===== src/rtl/mul_issue_ctrl.sv =====
// Operand FIFO + issue/collect sequencer in front of shift_add_multiplier.
// Define MUL_ISSUE_TIMEOUT_EN to enable the wait-state watchdog and the sticky err flag.
module mul_issue_ctrl #(
  parameter int MUL_WIDTH      = 4,
  parameter int FIFO_DEPTH     = 4,
  parameter int TIMEOUT_CYCLES = 64
) (
  input  logic                   clk,
  input  logic                   rst_n,
  input  logic                   in_valid,
  output logic                   in_ready,
  input  logic                   in_sign,
  input  logic [MUL_WIDTH-1:0]   in_a,
  input  logic [MUL_WIDTH-1:0]   in_b,
  output logic                   out_valid,
  input  logic                   out_ready,
  output logic [2*MUL_WIDTH-1:0] out_data,
  output logic                   mul_start,
  output logic                   mul_sign,
  output logic [MUL_WIDTH-1:0]   mul_data_in1,
  output logic [MUL_WIDTH-1:0]   mul_data_in2,
  input  logic [2*MUL_WIDTH-1:0] mul_data_out,
  input  logic                   mul_ready,
  output logic                   busy,
  output logic                   err,
  output logic [1:0]             dbg_state
);

  // Handshakes: a transfer happens on a clock edge where valid && ready are both high;
  // valid and its payload hold until that edge, and ready never depends on valid.

  localparam int AW = $clog2(FIFO_DEPTH);
  localparam int EW = 2 * MUL_WIDTH + 1;

  typedef enum logic [1:0] {
    S_IDLE      = 2'd0,
    S_ISSUE     = 2'd1,
    S_WAIT_LOW  = 2'd2,
    S_WAIT_HIGH = 2'd3
  } state_t;

  logic [EW-1:0]          r_mem [FIFO_DEPTH];
  logic [AW:0]            r_wr_ptr;
  logic [AW:0]            r_rd_ptr;
  state_t                 r_state;
  logic                   r_mul_start;
  logic                   r_mul_sign;
  logic [MUL_WIDTH-1:0]   r_a;
  logic [MUL_WIDTH-1:0]   r_b;
  logic                   r_out_valid;
  logic [2*MUL_WIDTH-1:0] r_out_data;

  logic          w_empty;
  logic          w_full;
  logic          w_push;
  logic          w_pop;
  logic          w_slot_free;
  logic          w_capture;
  logic          w_timeout;
  logic [EW-1:0] w_head;

  // Extra pointer bit distinguishes full from empty when the indices match.
  assign w_empty     = (r_wr_ptr == r_rd_ptr);
  assign w_full      = (r_wr_ptr[AW] != r_rd_ptr[AW]) &&
                       (r_wr_ptr[AW-1:0] == r_rd_ptr[AW-1:0]);
  assign w_push      = in_valid && !w_full;
  assign w_pop       = (r_state == S_IDLE) && !w_empty && mul_ready;
  assign w_head      = r_mem[r_rd_ptr[AW-1:0]];
  assign w_slot_free = !r_out_valid || out_ready;
  assign w_capture   = (r_state == S_WAIT_HIGH) && mul_ready && w_slot_free;

  always_ff @(posedge clk) begin
    if (w_push) begin
      r_mem[r_wr_ptr[AW-1:0]] <= {in_sign, in_a, in_b};
    end
  end

  always_ff @(posedge clk) begin
    if (!rst_n) begin
      r_wr_ptr <= '0;
      r_rd_ptr <= '0;
    end else begin
      if (w_push) r_wr_ptr <= r_wr_ptr + 1'b1;
      if (w_pop)  r_rd_ptr <= r_rd_ptr + 1'b1;
    end
  end

`ifdef MUL_ISSUE_TIMEOUT_EN
  localparam int CW = $clog2(TIMEOUT_CYCLES + 1);

  logic [CW-1:0] r_tmo_cnt;
  logic          r_err;
  logic          w_waiting;

  // A stall on a full output slot is not waiting on the multiplier, so it does not count.
  assign w_waiting = ((r_state == S_WAIT_LOW)  &&  mul_ready) ||
                     ((r_state == S_WAIT_HIGH) && !mul_ready);
  assign w_timeout = w_waiting && (r_tmo_cnt == CW'(TIMEOUT_CYCLES - 1));
  assign err       = r_err;

  always_ff @(posedge clk) begin
    if (!rst_n) begin
      r_tmo_cnt <= '0;
      r_err     <= 1'b0;
    end else begin
      if (w_timeout) r_err <= 1'b1;
      if ((r_state == S_ISSUE) || ((r_state == S_WAIT_LOW) && !mul_ready) || w_timeout) begin
        r_tmo_cnt <= '0;
      end else if (w_waiting) begin
        r_tmo_cnt <= r_tmo_cnt + 1'b1;
      end
    end
  end
`else
  assign w_timeout = 1'b0;
  assign err       = 1'b0;
`endif

  always_ff @(posedge clk) begin
    if (!rst_n) begin
      r_state     <= S_IDLE;
      r_mul_start <= 1'b0;
      r_mul_sign  <= 1'b0;
      r_a         <= '0;
      r_b         <= '0;
      r_out_valid <= 1'b0;
      r_out_data  <= '0;
    end else begin
      r_mul_start <= 1'b0;
      // A capture in the same cycle as a drain keeps the slot full with the new product.
      if (w_capture) begin
        r_out_valid <= 1'b1;
        r_out_data  <= mul_data_out;
      end else if (r_out_valid && out_ready) begin
        r_out_valid <= 1'b0;
      end
      case (r_state)
        S_IDLE: begin
          if (w_pop) begin
            {r_mul_sign, r_a, r_b} <= w_head;
            r_mul_start            <= 1'b1;
            r_state                <= S_ISSUE;
          end
        end
        S_ISSUE: r_state <= S_WAIT_LOW;
        S_WAIT_LOW: begin
          if (w_timeout)      r_state <= S_IDLE;
          else if (!mul_ready) r_state <= S_WAIT_HIGH;
        end
        S_WAIT_HIGH: begin
          if (w_timeout || w_capture) r_state <= S_IDLE;
        end
        default: r_state <= S_IDLE;
      endcase
    end
  end

  assign in_ready     = !w_full;
  assign out_valid    = r_out_valid;
  assign out_data     = r_out_data;
  assign mul_start    = r_mul_start;
  assign mul_sign     = r_mul_sign;
  assign mul_data_in1 = r_a;
  assign mul_data_in2 = r_b;
  assign busy         = (r_state != S_IDLE) || !w_empty;
  assign dbg_state    = r_state;

endmodule


===== config.mk =====
export PLATFORM = sky130hd
export DESIGN_NAME = mul_issue_ctrl
export DESIGN_NICKNAME = d
export VERILOG_FILES = /design/src/rtl/mul_issue_ctrl.sv
export SDC_FILE = /design/constraint.sdc
export NUM_CORES = 1
export LEC_CHECK = 0
export CORE_MARGIN = 2
export CORE_UTILIZATION = 52
export DETAILED_ROUTE_END_ITERATION = 10
export MAX_ROUTING_LAYER = met4
export PLACE_DENSITY = 0.79
export SKIP_CTS_REPAIR_TIMING = 1
export SKIP_LAST_GASP = 1
export SLEW_MARGIN = 20
export SYNTH_ARGS = -nofsm -noshare
export SYNTH_HDL_FRONTEND = slang
export SYNTH_SLANG_ARGS = --single-unit

===== constraint.sdc =====
create_clock -name clk -period 1.9 [get_ports clk]
set_input_delay 0.19 -clock clk [delete_from_list [all_inputs] [get_ports clk]]
set_output_delay 0.19 -clock clk [all_outputs]
set_load 0.02 [all_outputs]

==> results.yml <==
clocking:
  clock_latency_ns: 0.33
  numCtsBuffers: 9
  clkSinkCount: 63
  clockBufferDepth: 2
  cts_root_buffer: "clkbuf_8"
  cts_tree: "built"
  cts_max_level: 3
  path_clk_slew_ns: 0.06
place:
  place_congestion: 0.796
  place_ws_ns: 0.0543
  dpl.cell_count: 291
  dpl-instance-area_sq_mm: 0.00310
  hpwl_um: 2930
  io_buffers: 44
routing:
  drt_iter0_markers: 72
  wire_per_inst_um: 13.7
  viasPerCell: 4.99
  antenna_left: 0
  wirelength_um: 4200
  drt_pass1_iterations: 4
  via_count: 1532
  drc: 0
grt:
  grt_overflow: 0
  grt_pass1_vias: 1448
  track_usage_pct: 17.5
  grt_max_degree: 40
  grt_pass1_wl_um: 6640
  antenna_found_initial: 0
pwr:
  pwr-share-seq_pct: 45.5
  p_sw_share_pct: 27.4
  p_clk_share_pct: 29.3
  peakVddDrop_mv: 0.606
  powerDensity_mw_per_mm2: 1090
  p_switching_w: 0.000987
  comb_power_share_pct: 25.2
  power_leakage_nw: 1.15
  p_int_w: 0.00261
worst_setup_path:
  crit_path_max_incr_delay_ns: 0.38
  cp-end-kind: "flip-flop"
  critical_path_class: "reg -> reg"
  crit_start: "dbg_state[0]"
  crit_path_top_delay_cell: "dfxtp_1"
  crit_chain: "inv_1 -> ha_1 -> mux2_2 -> o32ai_1 -> nand2_1 -> o311a_1"
  crit_family: "compound AO/OA/AOI/OAI gates"
  crit_path_start_kind: "flip-flop"
  cp_max_fo: 4
  cp.arrival_ns: 1.91
  cp.buffers_inverters: 1
  critPathRequiredTime_ns: 2.11
  crit-reg2reg-launch: "dbg_state[0]"
final_layout:
  finalNetCount: 266
  utilization_pct: 69.4
  final_common_cell: "clkdlybuf4s50_1"
  drive_gt1_share_pct: 15.0
  fill_cells: 371
  fin_area_sq_mm: 0.00330
  antenna_cells: 0
  area_delta_synth_final_pct: 27.9
  finish.cell_count_without_fillers: 307
  final_cell_mix: "clkdlybuf4s50_1 (42), edfxtp_1 (36), dfxtp_1 (25), nand2_1 (16), nand3_1 (11)"
floorplan:
  initial_core_util_pct: 54.2
  die_h_um: 74.4
  ios: 46
  row_count: 25
  fp.coreArea_sq_mm: 0.00475
  die_area_sq_mm: 0.00554
  chipWidth_um: 74.4
logic_synthesis:
  synth.yosys.seq_area_share_pct: 62.9
  syn-cell-area_sq_mm: 0.00258
  synth_cells: 183
  ys_ff_latch: 63
  avgSynthCellArea_sq_um: 14.1
  ys_types: 34
  syn_nets: 214
  yosysWarningCount: 0
worst_hold_path:
  min_path_type: "reg -> reg"
  hold_start: "mul_data_in2[0]"
timing:
  maxSlewViolCount: 0
  max_clock_freq_ghz: 0.587
  skew_ns: 0.00690
  setup_tns_ns: 0
  rsz0062_at_grt: "no"
  setup_viol: 0
  fin_crit_sh_pct: 89.7
  period_needed_ns: 1.70
  worst_slack_ns: 0.195
  hold_violations: 0
run_status:
  run_status: "finished clean"
run:
  maxCapViolations: 0
cell type report:
| class | count | area (sq um) | area share [%] |
|---|---|---|---|
| repair buffers | 50 | 490 | 14.9 |
| inverters | 6 | 22.5 | 0.683 |
| clock buffers | 11 | 131 | 3.98 |
| multi-input cells | 105 | 898 | 27.2 |
| clock inverters | 5 | 48.8 | 1.48 |
| well taps | 67 | 83.8 | 2.54 |
| flip-flops and latches | 63 | 1620 | 49.2 |
metal layers:
layer | vias to the layer above | global-route usage (%) | part of all wire (%)
li1 | 763 | - | -
met3 | 6 | 7.45 | 7.4
met5 | - | - | 0
met4 | 0 | 6.55 | 0.76
met1 | 715 | 19.2 | 41
met2 | 48 | 28.3 | 51
tightest hold or removal path: stages (launching register included):
cell and delay (ns):
dfxtp_1 0.31, nand2_1 0.05, o21ai_0 0.06
Yosys cell counts:
| cell | instances | share of area (%) |
|---|---|---|
| xor2_1 | 3 | 1.0 |
| buf_4 | 2 | 0.58 |
| buf_2 | 1 | 0.19 |
| clkbuf_1 | 5 | 0.73 |
| o31a_1 | 1 | 0.34 |
| mux2_2 | 1 | 0.44 |
| mux4_2 | 9 | 7.9 |
| o21a_1 | 1 | 0.29 |
| o311ai_2 | 1 | 0.63 |
| nand2_1 | 16 | 2.3 |
| o21ai_0 | 10 | 1.9 |
| o311a_1 | 1 | 0.39 |
| edfxtp_1 | 36 | 42 |
| o32ai_1 | 1 | 0.34 |
| dfxtp_1 | 27 | 21 |
| mux2i_1 | 9 | 3.5 |
| and2_1 | 7 | 1.7 |
| a21oi_1 | 1 | 0.19 |
| a31oi_2 | 1 | 0.49 |
| a21boi_0 | 1 | 0.29 |
| xnor2_1 | 4 | 1.4 |
| nand3_1 | 11 | 2.1 |
| inv_1 | 6 | 0.87 |
| o21ai_1 | 1 | 0.19 |
| a21o_1 | 1 | 0.29 |
| and3b_1 | 1 | 0.34 |
| nor2b_1 | 10 | 2.4 |
| nor2_4 | 1 | 0.44 |
| conb_1 | 1 | 0.15 |
| xnor2_2 | 1 | 0.63 |
| nand4_1 | 1 | 0.24 |
| ha_1 | 9 | 4.4 |
| or3_1 | 1 | 0.24 |
| clkbuf_2 | 1 | 0.19 |
stage by stage:
stage	hold slack (ns)	power [W]
3_3_place_gp	0.444	0.00256
4_1_cts	0.465	0.00364
2_1_floorplan	0.289	0.00224
6_report	0.458	0.00360
5_1_grt	0.478	0.00380
3_5_place_dp	0.455	0.00258
power groups by stage:
stage               Sequential (W)  Clock [W]  Combinational [W]
floorplan                  0.00174          0           0.000507
global placement           0.00166          0           0.000903
detailed placement         0.00167          0           0.000917
CTS                        0.00164    0.00109           0.000921
global route               0.00165    0.00115           0.000996
finish                     0.00164    0.00105           0.000907
flip-flops by register name, summed over array words and instances, names as in the netlist, 2 cells and up:
signal / flops
r_mem: 36
out_data: 8
mul_data_in1: 4
mul_data_in2: 4
r_rd_ptr: 3
r_wr_ptr: 3
dbg_state: 2
worst paths after layout:
check                    endpoint  slack (ns)  depth (start not counted)
hold / removal    mul_data_in2[0]        0.46                          2
setup / recovery     dbg_state[0]        0.20                          6
setup reg to reg     dbg_state[0]        0.20                          6
hold reg to reg   mul_data_in2[0]        0.46                          2
cell families (layout without fill, tap and decap cells):
| group | count (synthesis) | in the layout | share of synthesized area, % |
|---|---|---|---|
| compound gates | 20 | 20 | 5.39 |
| xor+xnor | 8 | 8 | 3.01 |
| fa+ha+maj | 9 | 9 | 4.37 |
| buf+inv | 15 | 72 | 2.57 |
| flops | 63 | 63 | 62.9 |
| mux | 19 | 19 | 11.8 |
| other cells | 1 | 1 | 0.145 |
| simple gates | 48 | 48 | 9.85 |
Note: power is estimated with default switching activity, not from simulation.
==> variant (same settings) <==
Register the output `dbg_state` once more, with the module's reset; this adds one clock of latency there. The other outputs are not delayed to match.
--- a/src/rtl/mul_issue_ctrl.sv
+++ b/src/rtl/mul_issue_ctrl.sv
@@ -164,5 +164,11 @@
   assign mul_data_in2 = r_b;
   assign busy         = (r_state != S_IDLE) || !w_empty;
-  assign dbg_state    = r_state;
+  always_ff @(posedge clk) begin
+    if (!rst_n) begin
+      dbg_state <= '0;
+    end else begin
+      dbg_state <= r_state;
+    end
+  end
 
 endmodule
Check against the original RTL: not equivalent (Yosys sat finds a counterexample within 4 cycles, from zero or initial values and one cycle with rst_n low).
==> variant against the original RTL <==
Critical path depth unchanged. Worst hold slack got worse by 0.0034 ns. Synthesized cell count grew 4.4%. Wire length rose by 16%. Worst setup slack gained 0.053 ns. Global-route usage increased by 2.7 points. Sequential cell count rose by 2. Synthesized area is 2.4% higher. Count of clock-buffer cells in the layout shrank 2. Design area rose by 5.3%. Total power increased by 12%. Core utilization rose by 2.7 points. Largest power group unchanged. Highest routed layer unchanged.
==> variant: results (changes against the original RTL) <==
| Metric | Value |
|---|---|
| Status | finished clean |
| Root Driver | clkbuf_8 |
| Syn_area_per_cell | 13.8 µm² (-1.9%) |
| Sequential fraction of the synthesis area | 0.629 (about the same) |
| Post-synth cell types | 28 (-18%) |
| Critical Path Start | r_state[0]$_SDFFE_PN0P_ |
| Synth area leaders | edfxtp_1, dfxtp_1, mux4_2 |
| Starting DRC count in detailed routing | 58 (-19%) |
| Post-synth top cells | edfxtp_1, dfxtp_1, nand2_1 |
| Layout cells sized above 1 | 0.188 (+0.0382) |
| Initial antenna violation count | 0 (unchanged) |
| Leak | 0.00124 µW (+7.8%) |
| Worst R2R Start | r_state[0]$_SDFFE_PN0P_ |
| Clk_lat worst skew | 0.35 ns (+0.02 ns) |
| Largest net degree at the start of global routing | 18 (-55%) |
| GP Congestion | 0.781 (-2.0%) |
| Vias | 1629 (+6.3%) |
| Clock Skews | 0.00652 ns (-0.000380 ns) |
| Fill cells | 362 (-2.4%) |
| First-pass GRT wire length | 7620 µm (+15%) |
| Placed cells | 306 (+5.2%) |
| Worst endpoint data arrival time | 1.88 ns (-0.03 ns) |
| Synthesis-to-finish area growth | 31.5% |
| Hold Crit Class | reg -> reg |
| Number of global-route vias before repair | 1505 (+3.9%) |
| Min-delay src | mul_data_in1[0]$_SDFFE_PN0P_ |
| Syn nets | 222 (+3.7%) |
| Worst setup margin | 0.248 ns (+0.0526 ns) |
| Hold_ws | 0.454 ns (-0.00343 ns) |
| HPWL after DPL | 3350 µm (+14%) |
| DP Area | 3230 µm² (+3.9%) |
| TritonCTS buffer count | 9 (unchanged) |
| CP max FO | 5 (+1) |
| GRT Resource Usage Total | 0.202 (+0.0274) |
| Final Non-Filler Cells | 322 (+4.9%) |
| VDD IR max | 0.726 mV (+20%) |
| Routed wire length | 4890 µm (+16%) |
| Nets | 281 (+5.6%) |
| Max reg flops | 36 (unchanged) |
[variant: cell types whose count changed after synthesis, moves of 2 or more]
cell and change:
buf_2 +2, dfxtp_1 +2, nand2_1 +3, nand2b_1 +2
nand3_1 +2
[variant: final timing paths]
check / endpoint / cells past startpoint
setup / recovery: r_state[0]$_SDFFE_PN0P_ / 6
hold / removal: mul_data_in1[0]$_SDFFE_PN0P_ / 2
setup reg to reg: r_state[0]$_SDFFE_PN0P_ / 6
hold reg to reg: mul_data_in1[0]$_SDFFE_PN0P_ / 2
[variant: final cells by class]
type / instances / share of cell area
Clock buffer: 9 / 0.0357
Inverter: 7 / 0.00756
Timing Repair Buffer: 58 / 0.158
Tap cell: 67 / 0.0241
Multi-Input combinational cell: 109 / 0.266
Sequential cell: 65 / 0.479
Clock inverter: 7 / 0.0292
[variant: kinds of logic after synthesis]
logic type / count (synthesis) / share of synthesized area
mux: 19 / 0.115
fa+ha+maj: 9 / 0.0426
flops: 65 / 0.629
simple gates: 53 / 0.103
compound gates: 21 / 0.0621
buf+inv: 17 / 0.0270
other cells: 1 / 0.00142
xor+xnor: 6 / 0.0199
[variant: worst max-delay path: stages, from the launching register on]
cell and delay, ns:
dfxtp_1 0.37, inv_1 0.09, ha_1 0.26, nor2b_1 0.16, a2bb2oi_1 0.13, a2111o_1 0.38
o211a_1 0.14
[variant: where the power goes]
group	internal [µW]	switching, µW
registers	1620	67.1
clock network	749	558
logic	525	520
[variant: per-layer routing]
metal / GRT usage / part of all wire
met1: 0.258 / 0.46
met2: 0.288 / 0.48
met3: 0.0884 / 0.047
met4: 0.0760 / 0.017
met5: - / 0
